==> src/rtl/multiword_add_seq_if.sv <==
// rtl/multiword_add_seq_if.sv - operand/result handshakes and adder hookup for multiword_add_seq
// slave is the sequencer side; master is the environment (producer, consumer and chunk adder).
interface multiword_add_seq_if #(
  parameter int WIDTH = 8,
  parameter int WORDS = 4
);
  logic                     in_valid;
  logic                     in_ready;
  logic [WORDS*WIDTH-1:0]   a;
  logic [WORDS*WIDTH-1:0]   b;
  logic                     cin;
  logic [WIDTH-1:0]         add_x;
  logic [WIDTH-1:0]         add_y;
  logic                     add_cin;
  logic [WIDTH-1:0]         add_z;
  logic                     add_cout;
  logic                     out_valid;
  logic                     out_ready;
  logic [WORDS*WIDTH-1:0]   sum;
  logic                     cout;

  modport slave (
    input  in_valid, a, b, cin, add_z, add_cout, out_ready,
    output in_ready, add_x, add_y, add_cin, out_valid, sum, cout
  );

  modport master (
    output in_valid, a, b, cin, add_z, add_cout, out_ready,
    input  in_ready, add_x, add_y, add_cin, out_valid, sum, cout
  );
endinterface

==> src/rtl/multiword_add_seq.sv <==
// rtl/multiword_add_seq.sv - chunk-serial multiword add sequencer
// Feeds an external WIDTH-bit adder one chunk per cycle, least-significant first, carry registered.
module multiword_add_seq #(
  parameter int WIDTH = 8,
  parameter int WORDS = 4
) (
  input  logic               clk,
  input  logic               rst_n,
  multiword_add_seq_if.slave bus
);
  localparam int TOTAL = WORDS * WIDTH;
  localparam int IDX_W = (WORDS > 1) ? $clog2(WORDS) : 1;
  localparam logic [IDX_W-1:0] LAST = IDX_W'(WORDS - 1);

  typedef enum logic [1:0] {IDLE, RUN, DONE} state_t;

  state_t            state_q, state_d;
  logic [IDX_W-1:0]  idx_q, idx_d;
  logic              carry_q, carry_d;
  logic [TOTAL-1:0]  a_q, a_d;
  logic [TOTAL-1:0]  b_q, b_d;
  logic [TOTAL-1:0]  sum_q, sum_d;
  logic              cout_q, cout_d;
  logic              in_ready_q, in_ready_d;
  logic              out_valid_q, out_valid_d;
  logic [WIDTH-1:0]  x_chunk, y_chunk;

  // Constant-index mux keeps the chunk select legal for any WORDS, including 1.
  always_comb begin
    x_chunk = '0;
    y_chunk = '0;
    for (int i = 0; i < WORDS; i++) begin
      if (idx_q == IDX_W'(i)) begin
        x_chunk = a_q[i*WIDTH +: WIDTH];
        y_chunk = b_q[i*WIDTH +: WIDTH];
      end
    end
  end

  assign bus.add_x     = (state_q == RUN) ? x_chunk : '0;
  assign bus.add_y     = (state_q == RUN) ? y_chunk : '0;
  assign bus.add_cin   = (state_q == RUN) ? carry_q : 1'b0;
  assign bus.in_ready  = in_ready_q;
  assign bus.out_valid = out_valid_q;
  assign bus.sum       = sum_q;
  assign bus.cout      = cout_q;

  always_comb begin
    state_d = state_q;
    idx_d   = idx_q;
    carry_d = carry_q;
    a_d     = a_q;
    b_d     = b_q;
    sum_d   = sum_q;
    cout_d  = cout_q;
    case (state_q)
      IDLE: begin
        if (bus.in_valid) begin
          a_d     = bus.a;
          b_d     = bus.b;
          carry_d = bus.cin;
          idx_d   = '0;
          state_d = RUN;
        end
      end
      RUN: begin
        for (int i = 0; i < WORDS; i++) begin
          if (idx_q == IDX_W'(i)) begin
            sum_d[i*WIDTH +: WIDTH] = bus.add_z;
          end
        end
        carry_d = bus.add_cout;
        if (idx_q == LAST) begin
          cout_d  = bus.add_cout;
          state_d = DONE;
        end else begin
          idx_d = idx_q + IDX_W'(1);
        end
      end
      DONE: begin
        if (bus.out_ready) begin
          state_d = IDLE;
        end
      end
      default: state_d = IDLE;
    endcase
    // Handshake flags are registered copies of the next-state decode.
    in_ready_d  = (state_d == IDLE);
    out_valid_d = (state_d == DONE);
  end

  always_ff @(posedge clk or negedge rst_n) begin
    if (!rst_n) begin
      state_q     <= IDLE;
      idx_q       <= '0;
      carry_q     <= 1'b0;
      a_q         <= '0;
      b_q         <= '0;
      sum_q       <= '0;
      cout_q      <= 1'b0;
      in_ready_q  <= 1'b1;
      out_valid_q <= 1'b0;
    end else begin
      state_q     <= state_d;
      idx_q       <= idx_d;
      carry_q     <= carry_d;
      a_q         <= a_d;
      b_q         <= b_d;
      sum_q       <= sum_d;
      cout_q      <= cout_d;
      in_ready_q  <= in_ready_d;
      out_valid_q <= out_valid_d;
    end
  end
endmodule

==> src/flat_wrapper.sv <==
// flat-port wrapper written by rule: the top's interface ports become plain ports
module multiword_add_seq_flat 
#(
  parameter int WIDTH = 8,
  parameter int WORDS = 4
)
  (clk, rst_n, bus_in_valid, bus_a, bus_b, bus_cin, bus_add_z, bus_add_cout, bus_out_ready, bus_in_ready, bus_add_x, bus_add_y, bus_add_cin, bus_out_valid, bus_sum, bus_cout);
  multiword_add_seq_if #(.WIDTH(WIDTH), .WORDS(WORDS)) bus_i ();
  input  logic clk;
  input  logic rst_n;
  input wire logic [$bits(bus_i.in_valid)-1:0] bus_in_valid;
  input wire logic [$bits(bus_i.a)-1:0] bus_a;
  input wire logic [$bits(bus_i.b)-1:0] bus_b;
  input wire logic [$bits(bus_i.cin)-1:0] bus_cin;
  input wire logic [$bits(bus_i.add_z)-1:0] bus_add_z;
  input wire logic [$bits(bus_i.add_cout)-1:0] bus_add_cout;
  input wire logic [$bits(bus_i.out_ready)-1:0] bus_out_ready;
  output wire logic [$bits(bus_i.in_ready)-1:0] bus_in_ready;
  output wire logic [$bits(bus_i.add_x)-1:0] bus_add_x;
  output wire logic [$bits(bus_i.add_y)-1:0] bus_add_y;
  output wire logic [$bits(bus_i.add_cin)-1:0] bus_add_cin;
  output wire logic [$bits(bus_i.out_valid)-1:0] bus_out_valid;
  output wire logic [$bits(bus_i.sum)-1:0] bus_sum;
  output wire logic [$bits(bus_i.cout)-1:0] bus_cout;
  assign bus_i.in_valid = bus_in_valid;
  assign bus_i.a = bus_a;
  assign bus_i.b = bus_b;
  assign bus_i.cin = bus_cin;
  assign bus_i.add_z = bus_add_z;
  assign bus_i.add_cout = bus_add_cout;
  assign bus_i.out_ready = bus_out_ready;
  assign bus_in_ready = bus_i.in_ready;
  assign bus_add_x = bus_i.add_x;
  assign bus_add_y = bus_i.add_y;
  assign bus_add_cin = bus_i.add_cin;
  assign bus_out_valid = bus_i.out_valid;
  assign bus_sum = bus_i.sum;
  assign bus_cout = bus_i.cout;
  multiword_add_seq #(.WIDTH(WIDTH), .WORDS(WORDS)) u_core (.clk(clk), .rst_n(rst_n), .bus(bus_i));
endmodule
==> config.mk <==
export PLATFORM = sky130hd
export DESIGN_NAME = multiword_add_seq_flat
export DESIGN_NICKNAME = d
export VERILOG_FILES = /design/src/rtl/multiword_add_seq_if.sv /design/src/rtl/multiword_add_seq.sv /design/src/flat_wrapper.sv
export SDC_FILE = /design/constraint.sdc
export NUM_CORES = 1
export LEC_CHECK = 0
export ABC_AREA = 1
export CORE_AREA = 3 3 108 110
export CTS_BUF_LIST = sky130_fd_sc_hd__clkbuf_8 sky130_fd_sc_hd__clkbuf_16
export DETAILED_ROUTE_END_ITERATION = 10
export DIE_AREA = 0 0 111 113
export GPL_TIMING_DRIVEN = 0
export PLACE_DENSITY_LB_ADDON = 0.15
export SETUP_SLACK_MARGIN = 0.05
export SLEW_MARGIN = 20
export SYNTH_ARGS = -nofsm -noshare
export SYNTH_HDL_FRONTEND = slang
export SYNTH_SLANG_ARGS = --single-unit
==> constraint.sdc <==
create_clock -name clk -period 1.6 [get_ports clk]
set_clock_uncertainty 0.1 [all_clocks]
set_input_delay 0.16 -clock clk [delete_from_list [all_inputs] [get_ports clk]]
set_output_delay 0.16 -clock clk [all_outputs]
set_load 0.1 [all_outputs]
==> impl_metrics.toml <==
[cts]
cts_max_level = 3
cts-root-buf = "clkbuf_8"
cts_max_path_buffers = 2
clock-sinks = 104
cts_buffers = 9
cts_tree = "built"
path_clk_slew_ns = 0.11
clk_latency_ns = 0.37

[hold_path]
hold_path.class = "in2async"

[layout]
area_delta_synth_final_pct = 75.9
utilization = 0.753
drive_above_1_share = 0.456
final_common_cell = "dfrtp_1"
nFillCells = 688
antenna_cells = 0
fin_nets = 835
mostFrequentLayoutCells = "dfrtp_1 (100), clkdlybuf4s50_1 (76), inv_1 (74)"

[setup_path]
crit_chain = "buf_6 > inv_6 > ha_4 > buf_12 > clkbuf_16 > a21oi_2 > nand2_1 > nand2_2 > nand2_8 > buf_12"
slowest_stage = "dfrtp_1"
critPathTopFamily = "buffers and inverters"
critPathBufInv = 5
r2r_end = "u_core.bus.sum[13]$_DFFE_PN0P_"
cp_max_fo = 6
ff2ff_setup_slack_ns = -0.19
criticalPathCategory = "reg2out"
r2r-start = "u_core.idx_q[1]$_DFFE_PN0P_"
worstSetupStartpointType = "flop"
cp_common_cell = "buf_12"
cp.depth = 10
r2r_cells = 10
critical_path.max_stage_delay_ns = 0.46
cp.required_ns = 1.34
cp-startpoint = "u_core.idx_q[1]$_DFFE_PN0P_"
worstPathArrival_ns = 2.11
critPathCaptureType = "output port"
endpoint = "bus_add_x[1]"

[route]
first_pass_iters = 5
postRouteAntennaNets = 0
wl_mm = 16.5
avgRoutedWirePerCell_um = 18.3
drc_errors = 0
viasPerCell = 5.21
dr.first_iter.drc_count = 284
num_vias = 4675

[global_route]
grt_usage = 0.220
grt_pass1_wl_mm = 22.3
grt_use_met3 = 0.0519
met2_usage = 0.350
grt_pass1_vias = 4360
met1_usage = 0.308
grt_start_max_net_pins = 62
antenna_found_initial = 0
gr-total-overflow = 0
grt_busiest_layer = "met2"

[timing]
slew_violations = 0
rsz0062_at_grt = "yes"
hold_viol = 0
period_share = 1.48
setup_viol = 94
relSlewSlack = 0.672
tightestPinTransition_ns = 0.495
min_period_ns = 2.37
setup_ws_ns = -0.769
clock.fmax_mhz = 422

[logic_synthesis]
synth_edf_count = 0
ys_types = 17
yosysWarningCount = 0
yosys_register_bits = 104
synth_fp_nets = 651
async_reset_ff_frac = 1.00
syn_inst = 569
synth_top_flop_cell = "dfrtp_1"
syn-cell-area_sq_um = 4620
yosysSeqAreaShare = 0.563
syn_avg_cell_area_sq_um = 8.12

[floorplan]
die_x_um = 111
die_y_um = 113
initial_core_util = 0.428
pin_count = 130
dieArea_sq_um = 12500
rows = 38
core_area_sq_um = 10800

[run]
cap_violations = 0

[placement]
dp_hpwl_mm = 9.39
port_buffers = 129
gp_congestion = 0.801

[outcome]
violations = "negative setup slack"
status = "finished, violations left"
## synthesized netlist by cell type (2+ instances only)
master / count / area, sq um
a21oi_1: 16 / 80.1
buf_2: 17 / 85.1
buf_6: 3 / 33.8
clkbuf_1: 9 / 33.8
dfrtp_1: 103 / 2580
ha_1: 4 / 50.1
inv_1: 79 / 297
nand2_1: 178 / 668
nand3_1: 20 / 100
nand3_2: 2 / 20.0
nor2_1: 35 / 131
o21ai_0: 98 / 490
## logic make-up after synthesis
family,synth area share
adders and majority gates,0.0108
AOI/OAI and AO/OA,0.123
DFF,0.563
buffers and inverters,0.0994
and+or+nand+nor,0.203
## routing by layer
layer  wire length, um  vias to the layer above
li1                  -                     2134
met1              6840                     2331
met2              8360                      183
met3               929                       27
met4               333                        0
met5                 0                        -
## worst min path at each step
| stage | start | end | cells after the start |
|---|---|---|---|
| after floorplan | rst_n | u_core.a_q[0]$_DFFE_PN0P_ | 0 |
| after global placement | u_core.b_q[7]$_DFFE_PN0P_ | u_core.b_q[7]$_DFFE_PN0P_ | 2 |
| after detailed placement | rst_n | u_core.bus.sum[27]$_DFFE_PN0P_ | 1 |
| after CTS | rst_n | u_core.bus.sum[27]$_DFFE_PN0P_ | 2 |
| after global routing | rst_n | u_core.bus.sum[27]$_DFFE_PN0P_ | 2 |
| final | rst_n | u_core.bus.sum[27]$_DFFE_PN0P_ | 2 |
## layout make-up
cell class / instances / area, sq um / area share
Clock buffer: 9 / 124 / 0.0152
Clock inverter: 7 / 51.3 / 0.00631
Timing Repair Buffer: 174 / 1910 / 0.235
Tap cell: 140 / 175 / 0.0216
Inverter: 81 / 349 / 0.0429
Multi-Input combinational cell: 356 / 2530 / 0.312
Buffer: 27 / 379 / 0.0466
Sequential cell: 104 / 2610 / 0.321
## sequential cells by signal, indices dropped and copies added (netlist names)
signal and count:
u_core.bus.in_ready 1, u_core.idx_q 2, u_core.bus.out_valid 1, u_core.carry_q 1, u_core.state_q 2, u_core.bus.cout 1, u_core.a_q 32, u_core.b_q 32
u_core.bus.sum 32
## metrics by stage
stage	TNS (ns)	hold slack [ns]	setup WS, ns	cell area (sq um)	std cells
after floorplan	-0.0463	-0.236	-0.0158	4940	569
after global placement	-396.63	0.366	-3.55	6400	838
after detailed placement	-30.23	0.0153	-1.28	6430	839
after CTS	-9.61	0.179	-0.627	7040	877
after global routing	-18.96	0.207	-0.783	8130	898
final	-14.85	0.164	-0.769	8130	898
## timing repair
| action | in CTS | in global routing |
|---|---|---|
| gates cloned | 5 | 11 |
| hold buffers | 1 | 0 |
| setup buffers | 16 | 12 |
| pin swaps | 15 | 32 |
| resized for setup | 388 | 326 |
| setup endpoints to repair | 141 | 119 |
| hold endpoints to repair | 43 | 0 |
Power is not shown: default switching activity piles up to over one toggle a cycle in this logic, so the estimate is an artifact.
